File: config.mk
export PLATFORM = sky130hd
export DESIGN_NAME = rr_mux_select_flat
export DESIGN_NICKNAME = d
export VERILOG_FILES = /design/src/rtl/rr_mux_select_if.sv /design/src/rtl/rr_mux_select.sv /design/src/flat_wrapper.sv
export SDC_FILE = /design/constraint.sdc
export NUM_CORES = 1
export LEC_CHECK = 0
export ABC_CLOCK_PERIOD_IN_PS = 1600
export BUFFER_PORTS_ARGS = -buffer_cell sky130_fd_sc_hd__buf_2
export CORE_AREA = 5 5 42 44
export CTS_CLUSTER_SIZE = 30
export DETAILED_ROUTE_END_ITERATION = 8
export DIE_AREA = 0 0 47 49
export REMOVE_ABC_BUFFERS = 1
export SKIP_LAST_GASP = 1
export SYNTH_ARGS = -nofsm -noshare
export SYNTH_HDL_FRONTEND = slang
export SYNTH_SLANG_ARGS = --single-unit
File: constraint.sdc
create_clock -name clk -period 1.6 [get_ports clk]
set_input_delay 0.24 -clock clk [delete_from_list [all_inputs] [get_ports clk]]
set_output_delay 0.24 -clock clk [all_outputs]
set_load 0.005 [all_outputs]
File: src/rtl/rr_mux_select_if.sv
// rtl/rr_mux_select_if.sv - request/grant and mux-select bundle for rr_mux_select
interface rr_mux_select_if;
    logic [3:0] req;
    logic       done;
    logic       s0;
    logic       s1;
    logic       valid;
    logic [3:0] grant;
    logic       timeout;

    modport master (
        output req, done,
        input  s0, s1, valid, grant, timeout
    );

    modport slave (
        input  req, done,
        output s0, s1, valid, grant, timeout
    );
endinterface

File: src/rtl/rr_mux_select.sv
// rtl/rr_mux_select.sv - round-robin 4-way arbiter driving 4:1 mux selects
// Optional dwell timer: define DWELL_TIMER_EN to force release after DWELL_MAX cycles.
module rr_mux_select #(
    parameter int DWELL_MAX = 15,
    parameter int CNT_W     = 8
) (
    input  logic            clk,
    input  logic            rst,
    rr_mux_select_if.slave  bus
);

    typedef enum logic {IDLE, GRANT} state_t;

    state_t      state_q, state_d;
    logic [1:0]  owner_q, owner_d;
    logic [1:0]  last_q, last_d;
    logic [3:0]  grant_q, grant_d;
    logic [1:0]  pick;
    logic [1:0]  idx;
    logic        found;
    logic        release_n;
    logic        expired;

    // Round-robin search starting one past the previous owner, wrapping mod 4.
    always_comb begin
        pick  = last_q;
        found = 1'b0;
        idx   = '0;
        for (int k = 1; k <= 4; k++) begin
            idx = last_q + 2'(k);
            if (!found && bus.req[idx]) begin
                pick  = idx;
                found = 1'b1;
            end
        end
    end

    assign release_n = bus.done || !bus.req[owner_q];

    always_comb begin
        state_d = state_q;
        owner_d = owner_q;
        last_d  = last_q;
        case (state_q)
            IDLE: begin
                if (|bus.req) begin
                    state_d = GRANT;
                    owner_d = pick;
                    last_d  = pick;
                end
            end
            GRANT: begin
                if (release_n || expired)
                    state_d = IDLE;
            end
            default: state_d = IDLE;
        endcase
        grant_d = (state_d == GRANT) ? (4'b0001 << owner_d) : 4'b0000;
    end

    always_ff @(posedge clk) begin
        if (rst) begin
            state_q <= IDLE;
            owner_q <= 2'd0;
            last_q  <= 2'd3;
            grant_q <= 4'b0000;
        end else begin
            state_q <= state_d;
            owner_q <= owner_d;
            last_q  <= last_d;
            grant_q <= grant_d;
        end
    end

    assign bus.valid = (state_q == GRANT);
    assign bus.grant = grant_q;
    assign bus.s0    = owner_q[0];
    assign bus.s1    = owner_q[1];

`ifdef DWELL_TIMER_EN
    localparam logic [CNT_W-1:0] DWELL_LAST = CNT_W'(DWELL_MAX - 1);

    logic [CNT_W-1:0] cnt_q;
    logic             timeout_q;

    assign expired = (state_q == GRANT) && (cnt_q == DWELL_LAST);

    // Counter rests at zero in IDLE so every grant starts a fresh dwell window.
    always_ff @(posedge clk) begin
        if (rst) begin
            cnt_q     <= '0;
            timeout_q <= 1'b0;
        end else begin
            cnt_q     <= (state_q == GRANT) ? cnt_q + CNT_W'(1) : '0;
            timeout_q <= expired && !release_n;
        end
    end

    assign bus.timeout = timeout_q;
`else
    logic unused_cfg;
    assign unused_cfg  = (DWELL_MAX > CNT_W);
    assign expired     = 1'b0;
    assign bus.timeout = 1'b0;
`endif

endmodule

File: src/flat_wrapper.sv
// flat-port wrapper written by rule: the top's interface ports become plain ports
module rr_mux_select_flat 
#(
    parameter int DWELL_MAX = 15,
    parameter int CNT_W     = 8
)
  (clk, rst, bus_req, bus_done, bus_s0, bus_s1, bus_valid, bus_grant, bus_timeout);
  rr_mux_select_if bus_i ();
  input  logic clk;
  input  logic rst;
  input wire logic [$bits(bus_i.req)-1:0] bus_req;
  input wire logic [$bits(bus_i.done)-1:0] bus_done;
  output wire logic [$bits(bus_i.s0)-1:0] bus_s0;
  output wire logic [$bits(bus_i.s1)-1:0] bus_s1;
  output wire logic [$bits(bus_i.valid)-1:0] bus_valid;
  output wire logic [$bits(bus_i.grant)-1:0] bus_grant;
  output wire logic [$bits(bus_i.timeout)-1:0] bus_timeout;
  assign bus_i.req = bus_req;
  assign bus_i.done = bus_done;
  assign bus_s0 = bus_i.s0;
  assign bus_s1 = bus_i.s1;
  assign bus_valid = bus_i.valid;
  assign bus_grant = bus_i.grant;
  assign bus_timeout = bus_i.timeout;
  rr_mux_select #(.DWELL_MAX(DWELL_MAX), .CNT_W(CNT_W)) u_core (.clk(clk), .rst(rst), .bus(bus_i));
endmodule
## Yosys cells after proc, flatten, opt, wreduce, memory -nomap -nowiden

Cells that the tools add are included.

- $add $sub $neg: 3
- Magnitude comparators: 5
- Shifts and indexed selects: 1
- Multiplexer cells: 22
- Bitwise operators: 2
- Reductions and logical operators: 11

Operator list:

| cell | count |
|---|---|
| $lt A2 B3 Y1 const B | 5 |
| $mux W2 | 6 |
| $bmux W1 S2 | 5 |
| $mux W1 | 10 |
| $add A2 B2 Y2 const B | 2 |
| $logic_not A1 Y1 | 4 |
| $reduce_or A4 Y1 | 1 |
| $shl A1 B2 Y4 const A | 1 |
| $logic_and A1 B1 Y1 | 3 |
| $add A2 B1 Y2 const B | 1 |
| $not A1 Y1 | 2 |
| $pmux W1 S2 | 1 |
| $reduce_and A2 Y1 | 1 |
| $reduce_or A2 Y1 | 1 |
| $logic_or A1 B1 Y1 | 1 |

- Register bits after elaboration: 9
- Input bits: 7
- Output and inout port bits: 8
- Logic and storage cells: 48

## Longest topological paths before layout

Gate-level depths: netlist of the first run.

- Depth in word-level cells: 16
- Depth in mapped cells: 6
- Gate-level depth less buffers: 5

## Least setup slack after synthesis of the first run

OpenSTA, ideal clock, no wires.

- Path kind: reg-to-reg
- Start point: register u_core.last_q[1]
- End point: register u_core.last_q[1]
- Setup time: 0.120 ns
- Data arrival time: 1.160 ns
- Required time: 1.480 ns
- Setup slack: 0.320 ns
- Cell stages (with the launch flop): 7
- Path buffers: 1
- Period minus slack after synthesis: 1.280 ns
- Cell sequence: dfxtp_1 buf_4 inv_1 a221oi_1 o211a_1 a21oi_1 or2_1

- Word-level cells in the longest chain between the ends: 13
- Elaborated cells on any way between the ends: 24
- Classes of those cells: add/sub (3); mux (15); reduce/logical (6)

RTL lines:

| what | line | source |
|---|---|---|
| start, declared | rr_mux_select.sv:16 | `logic [1:0] last_q, last_d;` |
| start signal, assigned | rr_mux_select.sv:70 | `last_q <= last_d;` |
| $add A2 B1 Y2 | rr_mux_select.sv:30 | `idx = last_q + 2'(k);` |
| $bmux W1 S2 | rr_mux_select.sv:31 | `if (!found && bus.req[idx]) begin` |
| $mux W1 (implied by the code) | rr_mux_select.sv:31 |  |
| $mux W1 | rr_mux_select.sv:31 |  |
| $logic_not A1 Y1 | rr_mux_select.sv:31 |  |
| $logic_and A1 B1 Y1 | rr_mux_select.sv:31 |  |
| $mux W1 | rr_mux_select.sv:31 |  |
| $logic_not A1 Y1 | rr_mux_select.sv:31 |  |
| $logic_and A1 B1 Y1 | rr_mux_select.sv:31 |  |
| $mux W1 | rr_mux_select.sv:31 |  |
| $logic_not A1 Y1 | rr_mux_select.sv:31 |  |
| $logic_and A1 B1 Y1 | rr_mux_select.sv:31 |  |
| $mux W2 * | rr_mux_select.sv:31 |  |

Every way passes the cells marked *; elsewhere a longest branch is shown, timed or not. The select of a mux whose other input is x is not followed.
A chain may end at the register's enable or synchronous reset.

## Worst setup path in the final report of the first run

Same ends and word-level chain as after synthesis.

==> summary.txt, run 1 <==
Setup path
  • R2R setup slack: 0.22 ns
  • Crit start category: flip-flop
  • Crit end category: flip-flop
  • Worst Path Arrival: about 1.5 ns
  • Buf/Inv on CP: 1
  • Data required time of the worst path: around 1.8 ns
  • Worst Setup Path Type: reg -> reg
  • R2R Path End: u_core.last_q[1]
  • Crit-path slowest cell: dfxtp_2
  • Worst path top cell family by delay: compound AO/OA/AOI/OAI gates
  • Crit-path max FO: 8
  • Reg2Reg Depth: 5
  • Reg-to-reg startpoint: u_core.last_q[1]
  • CP max stage delay: 0.40 ns
  • Crit path cell chain: inv_1, a221oi_1, o211a_1, a21oi_1, or2_1

GRT
  • Met1 Track Usage GR: between 10% and 20%
  • Grt ovf: 0
  • Antenna violations before repair: 0
  • Largest net degree at the start of global routing: 9
  • GR Util met2: 16.5%
  • First-pass GRT wire length: roughly 1.9 mm
  • Gr usage total: 11.4%
  • Vias in the first global route: ~400
  • Grt met3 use: roughly 4.4%
  • GRT busiest layer: met2

STA
  • Worst setup margin: 0.219 ns
  • Clock Skews: between 0.006 and 0.007 ns
  • Final hold vios: 0
  • Final worst-path cycle share: between 80% and 90%
  • Final TNS setup: 0 ns
  • Final Max Slew Viols: 0
  • RSZ-0062 raised after global routing: false
  • Max Clk Rate: between 0.7 and 0.8 GHz
  • # setup viols final: 0
  • Post-route minimum period: approximately 1.4 ns

Cells and area
  • Fill count: 146
  • Commonest non-fill, non-tap cell in the layout: buf_2
  • Share of post-route cells with drive strength above 1: between 30% and 40%
  • Nets: slightly below 80
  • ANT cells: 0
  • Most frequent cells in the layout: 13 x buf_2, 7 x nor2_1, 7 x dfxtp_1
  • Area Overhead vs Synth: 18.9%

Power
  • Clock power share: 27.7%
  • Int Pwr: 0.439 mW
  • Leakage: 0.270 nW
  • Sw frac: a little under a third
  • Cell Pwr Density: between 1000 and 1500 nW/um^2
  • Sw power: a little under 0.2 mW
  • Final Power: 0.635 mW
  • Flop pwr share: between 40% and 50%
  • Worst vdd ir: between 0.4 and 0.5 mV
  • Comb pwr share: ~29%

Synthesis
  • Post-synthesis async set-or-reset flop share: 0%
  • Ys Warns: 0
  • EDFF count, synth: 0
  • Sequential share of the synthesized area: 34.4%
  • Post-Synthesis Cell Area: around 520 sq um
  • Average cell area after synthesis: about 9.3 sq um
  • Post-Synthesis Cells: 56
  • Ys flop type: dfxtp_1
  • #FFs+latches synth: 9
  • Yosys cell types: 31

Floorplan
  • FP Rows: 14
  • Initial core utilization: between 30% and 40%
  • Die ar.: around 2300 sq um
  • Die width: roughly 47 microns
  • Chip height: ~49 microns
  • Core region area: ~1400 sq um
  • # IOs: 15

Detailed routing
  • Final ANT Viol Nets: 0
  • 1st-pass router iterations: 4
  • WL final: around 1.1 mm
  • # DRC: 0
  • DR iter-0 viols: 4
  • Via count: ~430
  • Wire per inst: between 10 and 15 microns
  • Vias/cell: between 4 and 5

Hold path
  • Beginning of the worst hold path: rst
  • Min-Delay Endpoint: u_core.owner_q[0]
  • WHS Path Cells: 2
  • Hold Crit Class: in -> reg

Clock network
  • CTS tree: done
  • Clock Tree Buf Depth: 2
  • CTS buffer count: 3
  • Post-CTS Setup Bufs: 0
  • Post-CTS Hold Buffers: 0
  • Clock tree root buffer cell: clkbuf_4
  • Later-pin clock latency in the skew report: 0.26 ns
  • Sinks on Clock Net: 9
  • H-Tree Depth: 1
  • Worst-path clk slew: 0.07 ns
  • Post_cts resized: 0

Placed design
  • Placed wire-length estimate: between 800 and 900 microns
  • RePlAce Congestion: 0.744
  • Buffers on Ports: 13
  • Dpl ws: between 0.1 and 0.15 ns

Run status
  • Status: finished clean

Job
  • Max-cap violations: 0
per-layer routing:
layer / wire [microns] / share of wire [%]
met1: 519 / 47
met2: 535 / 48
met3: 47 / 4.2
met4: 8 / 0.72
met5: 0 / 0
area by class of cell:
class / count / area [sq um] / share of cell area (%)
Inverter: 1 / 3.75 / 0.604
Tap cell: 16 / 20.0 / 3.22
Clock buffer: 4 / 26.3 / 4.23
Multi-Input combinational cell: 44 / 324 / 52.1
Timing Repair Buffer: 13 / 65.1 / 10.5
Sequential cell: 9 / 183 / 29.4
cell usage after synthesis, types with 2 or more instances:
| cell | instances | area (sq um) |
|---|---|---|
| a21oi_2 | 2 | 17.5 |
| buf_4 | 2 | 15.0 |
| dfxtp_1 | 9 | 180 |
| nand2_1 | 3 | 11.3 |
| nand2b_1 | 2 | 12.5 |
| nor2_1 | 7 | 26.3 |
| nor2_2 | 2 | 12.5 |
| nor2b_1 | 2 | 12.5 |
| nor3_1 | 2 | 10.0 |
| o21ai_0 | 2 | 10.0 |
| o21ai_1 | 2 | 10.0 |
| o21bai_1 | 2 | 15.0 |
power by group through the flow:
stage	Combinational, mW	Sequential (mW)	Clock (mW)
6_report	0.183	0.276	0.176
5_1_grt	0.203	0.281	0.196
4_1_cts	0.185	0.275	0.181
3_5_place_dp	0.182	0.280	0
3_3_place_gp	0.183	0.279	0
2_1_floorplan	0.128	0.278	0
metrics by stage:
stage | hold slack (ns) | utilization, % | instances | area [sq um]
floorplan | 0.312 | - | 54 | 508
global placement | 0.478 | 42.3 | 83 | 593
detailed placement | 0.476 | 42.3 | 83 | 593
CTS | 0.199 | 44.2 | 87 | 619
global route | 0.215 | 44.4 | 87 | 622
finish | 0.209 | 44.4 | 87 | 622
logic make-up (layout without fill, tap and decap cells):
logic type / count (synthesis) / count (layout) / share of synthesized area (%)
buf+inv: 3 / 18 / 3.59
other cells: 1 / 1 / 0.717
mux: 2 / 2 / 6.22
simple gates: 26 / 26 / 30.1
compound gates: 15 / 15 / 24.9
flops: 9 / 9 / 34.4
worst max path at each step:
stage | from | endpoint | depth (start not counted)
global placement | bus_req[3] | u_core.last_q[1] | 6
global route | u_core.last_q[1] | u_core.bus.grant[2] | 5
detailed placement | u_core.last_q[1] | u_core.last_q[1] | 5
CTS | u_core.last_q[1] | u_core.last_q[1] | 5
finish | u_core.last_q[1] | u_core.last_q[1] | 5
floorplan | u_core.last_q[1] | u_core.last_q[1] | 5
state kept, by name (all words and copies together) (netlist names):
name and flops:
u_core.owner_q 2, u_core.bus.grant 4, u_core.bus.valid 1, u_core.last_q 2
No activity file was read; power rests on OpenSTA's default activity.
==> run 2: changes to the inputs <==
--- a/config.mk
+++ b/config.mk
@@ -8,6 +8,7 @@
 export ABC_CLOCK_PERIOD_IN_PS = 1600
 export BUFFER_PORTS_ARGS = -buffer_cell sky130_fd_sc_hd__buf_2
 export CORE_AREA = 5 5 42 44
+export CTS_BUF_LIST = sky130_fd_sc_hd__clkbuf_2 sky130_fd_sc_hd__clkbuf_4 sky130_fd_sc_hd__clkbuf_8
 export CTS_CLUSTER_SIZE = 30
 export DETAILED_ROUTE_END_ITERATION = 8
 export DIE_AREA = 0 0 47 49
==> run 2 against run 1 <==
  * Worst setup slack improved by 0.0010 ns
  * Clock power increased by 10%
  * Worst hold slack about the same
  * Via count unchanged
  * Die area unchanged
  * Critical path type unchanged
  * Critical endpoint unchanged
==> summary.txt, run 2 (synthesis gave the netlist of run 1 again) <==
Clock network
  • Later-pin clock latency in the skew report: 0.26 ns (about the same)
  • Clock Tree Buf Depth: 2 (unchanged)
  • H-Tree Depth: 1 (unchanged)
  • Clock tree root buffer cell: clkbuf_4
  • Post-CTS Hold Buffers: 0 (unchanged)
  • CTS tree: done
  • Worst-path clk slew: 0.07 ns (about the same)
  • CTS buffer count: 3 (unchanged)
  • Sinks on Clock Net: 9 (unchanged)

Setup path
  • R2R setup slack: 0.22 ns (about the same)
  • Crit start category: flip-flop
  • R2R Path End: u_core.last_q[1]
  • Reg-to-reg startpoint: u_core.last_q[1]
  • Reg2Reg Depth: 5 (unchanged)
  • Crit-path max FO: 8 (unchanged)
  • Worst Setup Path Type: reg -> reg
  • Data required time of the worst path: 1.75 ns (about the same)
  • Worst Path Arrival: 1.53 ns (about the same)
  • Crit end category: flip-flop

Placed design
  • RePlAce Congestion: 0.744 (unchanged)
  • Placed wire-length estimate: 854 microns (unchanged)
  • Post-Place Cell Area: 593 sq um (unchanged)
  • Buffers on Ports: 13 (unchanged)
  • Placed insts: 83 (unchanged)
  • Dpl ws: 0.137 ns (unchanged)

GRT
  • Gr usage total: 11.5% (+0.071 points)
  • Grt ovf: 0 (unchanged)
  • Vias in the first global route: 407 (unchanged)
  • First-pass GRT wire length: 1.93 mm (+1.1%)
  • Antenna violations before repair: 0 (unchanged)
  • Largest net degree at the start of global routing: 9 (unchanged)

Floorplan
  • Core region area: 1400 sq um (unchanged)
  • Initial core utilization: 37.3% (unchanged)
  • Die width: 47 microns (unchanged)
  • Chip height: 49 microns (unchanged)
  • Die ar.: 2300 sq um (unchanged)
  • # IOs: 15 (unchanged)
  • FP Rows: 14 (unchanged)

Hold path
  • Beginning of the worst hold path: rst
  • Min-Delay Endpoint: u_core.owner_q[0]
  • WHS Path Cells: 2 (unchanged)
  • Hold Crit Class: in -> reg

Job
  • Max-cap violations: 0 (unchanged)

Detailed routing
  • Wire per inst: 12.7 microns (-0.18%)
  • # DRC: 0 (unchanged)
  • Final ANT Viol Nets: 0 (unchanged)
  • Vias/cell: 4.99 (unchanged)
  • 1st-pass router iterations: 4 (unchanged)
  • Via count: 434 (unchanged)
  • WL final: 1.11 mm (-0.18%)
  • DR iter-0 viols: 4 (unchanged)

STA
  • RSZ-0062 raised after global routing: false
  • Final worst-path cycle share: 86.3% (about the same)
  • Post-route minimum period: 1.38 ns (-0.00101 ns)
  • Final Max Slew Viols: 0 (unchanged)
  • Final hold vios: 0 (unchanged)
  • Final TNS setup: 0 ns (unchanged)
  • Hold_ws: 0.209 ns (+0.000253 ns)
  • Clock Skews: 0.00771 ns (+0.000869 ns)
  • Worst setup margin: 0.220 ns (+0.00101 ns)
  • # setup viols final: 0 (unchanged)
  • Max Clk Rate: 0.725 GHz (about the same)

Power
  • Int Pwr: 0.456 mW (+3.9%)
  • Comb pwr share: 27.9% (-0.8 points)
  • Sw frac: 30.1% (-0.70 points)
  • Worst vdd ir: 0.445 mV (-7.1%)
  • Flop pwr share: 42.3% (-1.2 points)
  • Final Power: 0.653 mW (+2.8%)
  • Cell Pwr Density: 1040 nW/um^2 (+2.2%)
  • Leakage: 0.274 nW (+1.3%)
  • Clock power share: 29.8% (+2.1 points)
  • Sw power: 0.197 mW (+0.46%)

Cells and area
  • Count of non-filler cells in the finished layout: 87 (unchanged)
  • Largest register FFs: 4 (unchanged)
  • Fin util: 44.6% (+0.27 points)
  • Nets: 79 (unchanged)
  • Share of post-route cells with drive strength above 1: 40.8% (+1.4 points)
  • Area Overhead vs Synth: 19.6%
  • Commonest non-fill, non-tap cell in the layout: buf_2
  • Most frequent cells in the layout: 13 x buf_2, 7 x nor2_1, 7 x dfxtp_1
  • Finished Cell Area: 626 sq um (+0.60%)
  • ANT cells: 0 (unchanged)

Run status
  • Status: finished clean
run 2: cell count changes in the layout (fill, tap and decap cells not counted):
cell	change
clkbuf_1	-1
clkbuf_4	+1
run 2: worst max path at each step:
stage | from | cells after the start | to
final | u_core.last_q[1] | 5 | u_core.last_q[1]
after global routing | u_core.last_q[1] | 5 | u_core.bus.grant[2]
after CTS | u_core.last_q[1] | 5 | u_core.last_q[1]
after detailed placement | u_core.last_q[1] | 5 | u_core.last_q[1]
after global placement | bus_req[3] | 6 | u_core.last_q[1]
after floorplan | u_core.last_q[1] | 5 | u_core.last_q[1]
run 2: power groups by stage:
stage	logic (mW)	clock network, mW	registers [mW]
2_1_floorplan	0.128	0	0.278
5_1_grt	0.203	0.217	0.281
3_3_place_gp	0.183	0	0.279
6_report	0.182	0.194	0.276
3_5_place_dp	0.182	0	0.280
4_1_cts	0.185	0.198	0.275
run 2: layout make-up:
class                      count  area, sq um
tap                           16         20.0
fill                         148          776
sequential                     9          183
timing repair buffer          13         65.1
clock buffer                   4         30.0
inverter                       1         3.75
multi-input combinational     44          324
run 2: layer usage:
| metal | GRT usage, % | wire, microns | up-vias |
|---|---|---|---|
| li1 | - | - | 229 |
| met1 | 15.4 | 517 | 196 |
| met2 | 16.3 | 529 | 7 |
| met3 | 4.43 | 51 | 2 |
| met4 | 4.15 | 8 | 0 |
| met5 | 0 | 0 | - |
run 2: what timing repair did:
item | in CTS | in global routing
gates resized for setup | 0 | 2
setup buffers | 0 | 0
setup endpoints to repair | 0 | 4
run 2: worst max-delay path, cell delays in order (launching register included):
cell	delay, ns
dfxtp_2	0.40
inv_1	0.08
a221oi_1	0.28
o211a_1	0.23
a21oi_1	0.07
or2_1	0.21
==> run 3: changes to the inputs <==
--- a/config.mk
+++ b/config.mk
@@ -9,9 +9,11 @@
 export BUFFER_PORTS_ARGS = -buffer_cell sky130_fd_sc_hd__buf_2
 export CORE_AREA = 5 5 42 44
 export CTS_BUF_LIST = sky130_fd_sc_hd__clkbuf_2 sky130_fd_sc_hd__clkbuf_4 sky130_fd_sc_hd__clkbuf_8
+export CTS_CLUSTER_DIAMETER = 120
 export CTS_CLUSTER_SIZE = 30
 export DETAILED_ROUTE_END_ITERATION = 8
 export DIE_AREA = 0 0 47 49
+export RECOVER_POWER = 50
 export REMOVE_ABC_BUFFERS = 1
 export SKIP_LAST_GASP = 1
 export SYNTH_ARGS = -nofsm -noshare
==> run 3 against run 2 <==
  * Clock skew decreased by 0.0013 ns
  * Power is 0.49% lower
  * Sequential share of layout area increased by 0.18 points
  * Utilization fell by 0.27 points
  * Worst setup slack got worse by 0.00070 ns
  * Sequential cell count stayed put
  * Global-route usage unchanged
  * Via count is 0.23% lower
  * Die area unchanged
  * Count of clock-buffer cells in the layout is the same
  * Critical endpoint unchanged
  * Largest power group unchanged
==> summary.txt, run 3 (synthesis gave the netlist of run 1 again) <==
Setup path
  • Crit end category: flip-flop
  • Data required time of the worst path: 1.75 ns (about the same)
  • Reg-to-reg startpoint: u_core.last_q[1]
  • Crit-path max FO: 8 (unchanged)
  • Crit start category: flip-flop
  • End of the critical path: u_core.last_q[1]
  • Reg2Reg Depth: 5 (unchanged)
  • R2R Path End: u_core.last_q[1]
  • CP max stage delay: 0.40 ns (about the same)
  • Crit path cell chain: inv_1, a221oi_1, o211a_1, a21oi_1, or2_1
  • R2R setup slack: 0.22 ns (about the same)
  • Crit path launch: u_core.last_q[1]
  • Worst Path Arrival: 1.53 ns (about the same)
  • Worst Setup Path Type: reg -> reg
  • Crit-path slowest cell: dfxtp_2

Clock network
  • CTS buffer count: 3 (unchanged)
  • H-Tree Depth: 1 (unchanged)
  • Clock Tree Buf Depth: 2 (unchanged)
  • Post-CTS Setup Bufs: 0 (unchanged)
  • Post_cts resized: 0 (unchanged)
  • CTS tree: done
  • Clock tree root buffer cell: clkbuf_4
  • Later-pin clock latency in the skew report: 0.26 ns (about the same)
  • Sinks on Clock Net: 9 (unchanged)
  • Post-CTS Hold Buffers: 0 (unchanged)
  • Worst-path clk slew: 0.07 ns (about the same)

GRT
  • Vias in the first global route: 407 (unchanged)
  • Gr usage total: 11.5% (unchanged)
  • Met1 Track Usage GR: 15.4% (unchanged)
  • Largest net degree at the start of global routing: 9 (unchanged)
  • GRT busiest layer: met2
  • Grt met3 use: 4.43% (unchanged)
  • First-pass GRT wire length: 1.93 mm (unchanged)
  • Antenna violations before repair: 0 (unchanged)
  • Grt ovf: 0 (unchanged)
  • GR Util met2: 16.3% (unchanged)

STA
  • RSZ-0062 raised after global routing: false
  • # setup viols final: 0 (unchanged)
  • Clock Skews: 0.00643 ns (-0.00128 ns)
  • Final hold vios: 0 (unchanged)
  • Max Clk Rate: 0.724 GHz (about the same)
  • Final worst-path cycle share: 86.3% (about the same)
  • Post-route minimum period: 1.38 ns (+0.000703 ns)
  • Final TNS setup: 0 ns (unchanged)
  • Final Max Slew Viols: 0 (unchanged)

Placed design
  • Post-Place Cell Area: 593 sq um (unchanged)
  • RePlAce Congestion: 0.744 (unchanged)
  • Buffers on Ports: 13 (unchanged)
  • Placed wire-length estimate: 854 microns (unchanged)

Detailed routing
  • Via count: 433 (-0.23%)
  • DR iter-0 viols: 4 (unchanged)
  • # DRC: 0 (unchanged)
  • WL final: 1.11 mm (-0.18%)
  • 1st-pass router iterations: 4 (unchanged)
  • Vias/cell: 4.98 (-0.23%)
  • Final ANT Viol Nets: 0 (unchanged)
  • Wire per inst: 12.7 microns (-0.18%)

Run status
  • Status: finished clean

Cells and area
  • Most frequent cells in the layout: 10 x buf_2, 7 x nor2_1, 7 x dfxtp_1
  • Area Overhead vs Synth: 18.9%
  • Finished Cell Area: 622 sq um (-0.60%)
  • Share of post-route cells with drive strength above 1: 36.6% (-4.2 points)
  • Commonest non-fill, non-tap cell in the layout: buf_2
  • ANT cells: 0 (unchanged)
  • Largest register FFs: 4 (unchanged)
  • Nets: 79 (unchanged)
  • Fill count: 149 (+0.68%)

Power
  • Leakage: 0.262 nW (-4.2%)
  • Final Power: 0.650 mW (-0.49%)
  • Worst vdd ir: 0.440 mV (-1.1%)
  • Cell Pwr Density: 1050 nW/um^2 (+0.12%)

Floorplan
  • # IOs: 15 (unchanged)
  • Initial core utilization: 37.3% (unchanged)
  • FP Rows: 14 (unchanged)
  • Chip height: 49 microns (unchanged)
  • Core region area: 1400 sq um (unchanged)
  • Die width: 47 microns (unchanged)
  • Die ar.: 2300 sq um (unchanged)

Job
  • Max-cap violations: 0 (unchanged)

Hold path
  • Hold Crit Class: in -> reg
run 3: worst min-delay path by stage:
stage               startpoint                 to  depth (start not counted)
global route               rst  u_core.owner_q[1]                          2
finish                     rst  u_core.owner_q[0]                          2
detailed placement         rst  u_core.owner_q[1]                          2
CTS                        rst  u_core.owner_q[0]                          2
global placement           rst  u_core.owner_q[0]                          2
floorplan                  rst  u_core.owner_q[0]                          1
run 3: stage by stage:
step | util, % | std cells | hold WS [ns] | worst slack [ns]
after global placement | 42.3 | 83 | 0.478 | 0.123
after CTS | 44.5 | 87 | 0.199 | 0.123
after global routing | 44.4 | 87 | 0.215 | 0.0651
after floorplan | - | 54 | 0.312 | 0.300
final | 44.4 | 87 | 0.207 | 0.219
after detailed placement | 42.3 | 83 | 0.476 | 0.137
run 3: critical path: cells and delay by family, from the launching register on:
family                 cells  cell delay [ns]
AO/OA/AOI/OAI              3             0.58
flip-flops                 1             0.40
AND/OR/NAND/NOR            1             0.21
buffers and inverters      1             0.08
run 3: cell type report:
| class | instances | area [sq um] | area share (%) |
|---|---|---|---|
| flip-flops and latches | 9 | 183 | 29.4 |
| multi-input cells | 44 | 324 | 52.1 |
| clock buffers | 4 | 30.0 | 4.83 |
| repair buffers | 13 | 61.3 | 9.86 |
| inverters | 1 | 3.75 | 0.604 |
| well taps | 16 | 20.0 | 3.22 |
run 3: where the power goes:
part | switching (mW) | leakage [nW] | total (mW) | internal [mW]
Sequential | 0.0255 | 0.0737 | 0.277 | 0.251
Clock | 0.0801 | 0.0184 | 0.193 | 0.113
Combinational | 0.0903 | 0.170 | 0.180 | 0.0898
Total | 0.196 | 0.262 | 0.650 | 0.454
run 3: layer usage:
metal  part of all wire (%)  routed length [microns]  up-vias
met1                     47                      517      196
met2                     48                      533        7
li1                       -                        -      228
met5                      0                        0        -
met3                    4.2                       46        2
met4                   0.72                        8        0
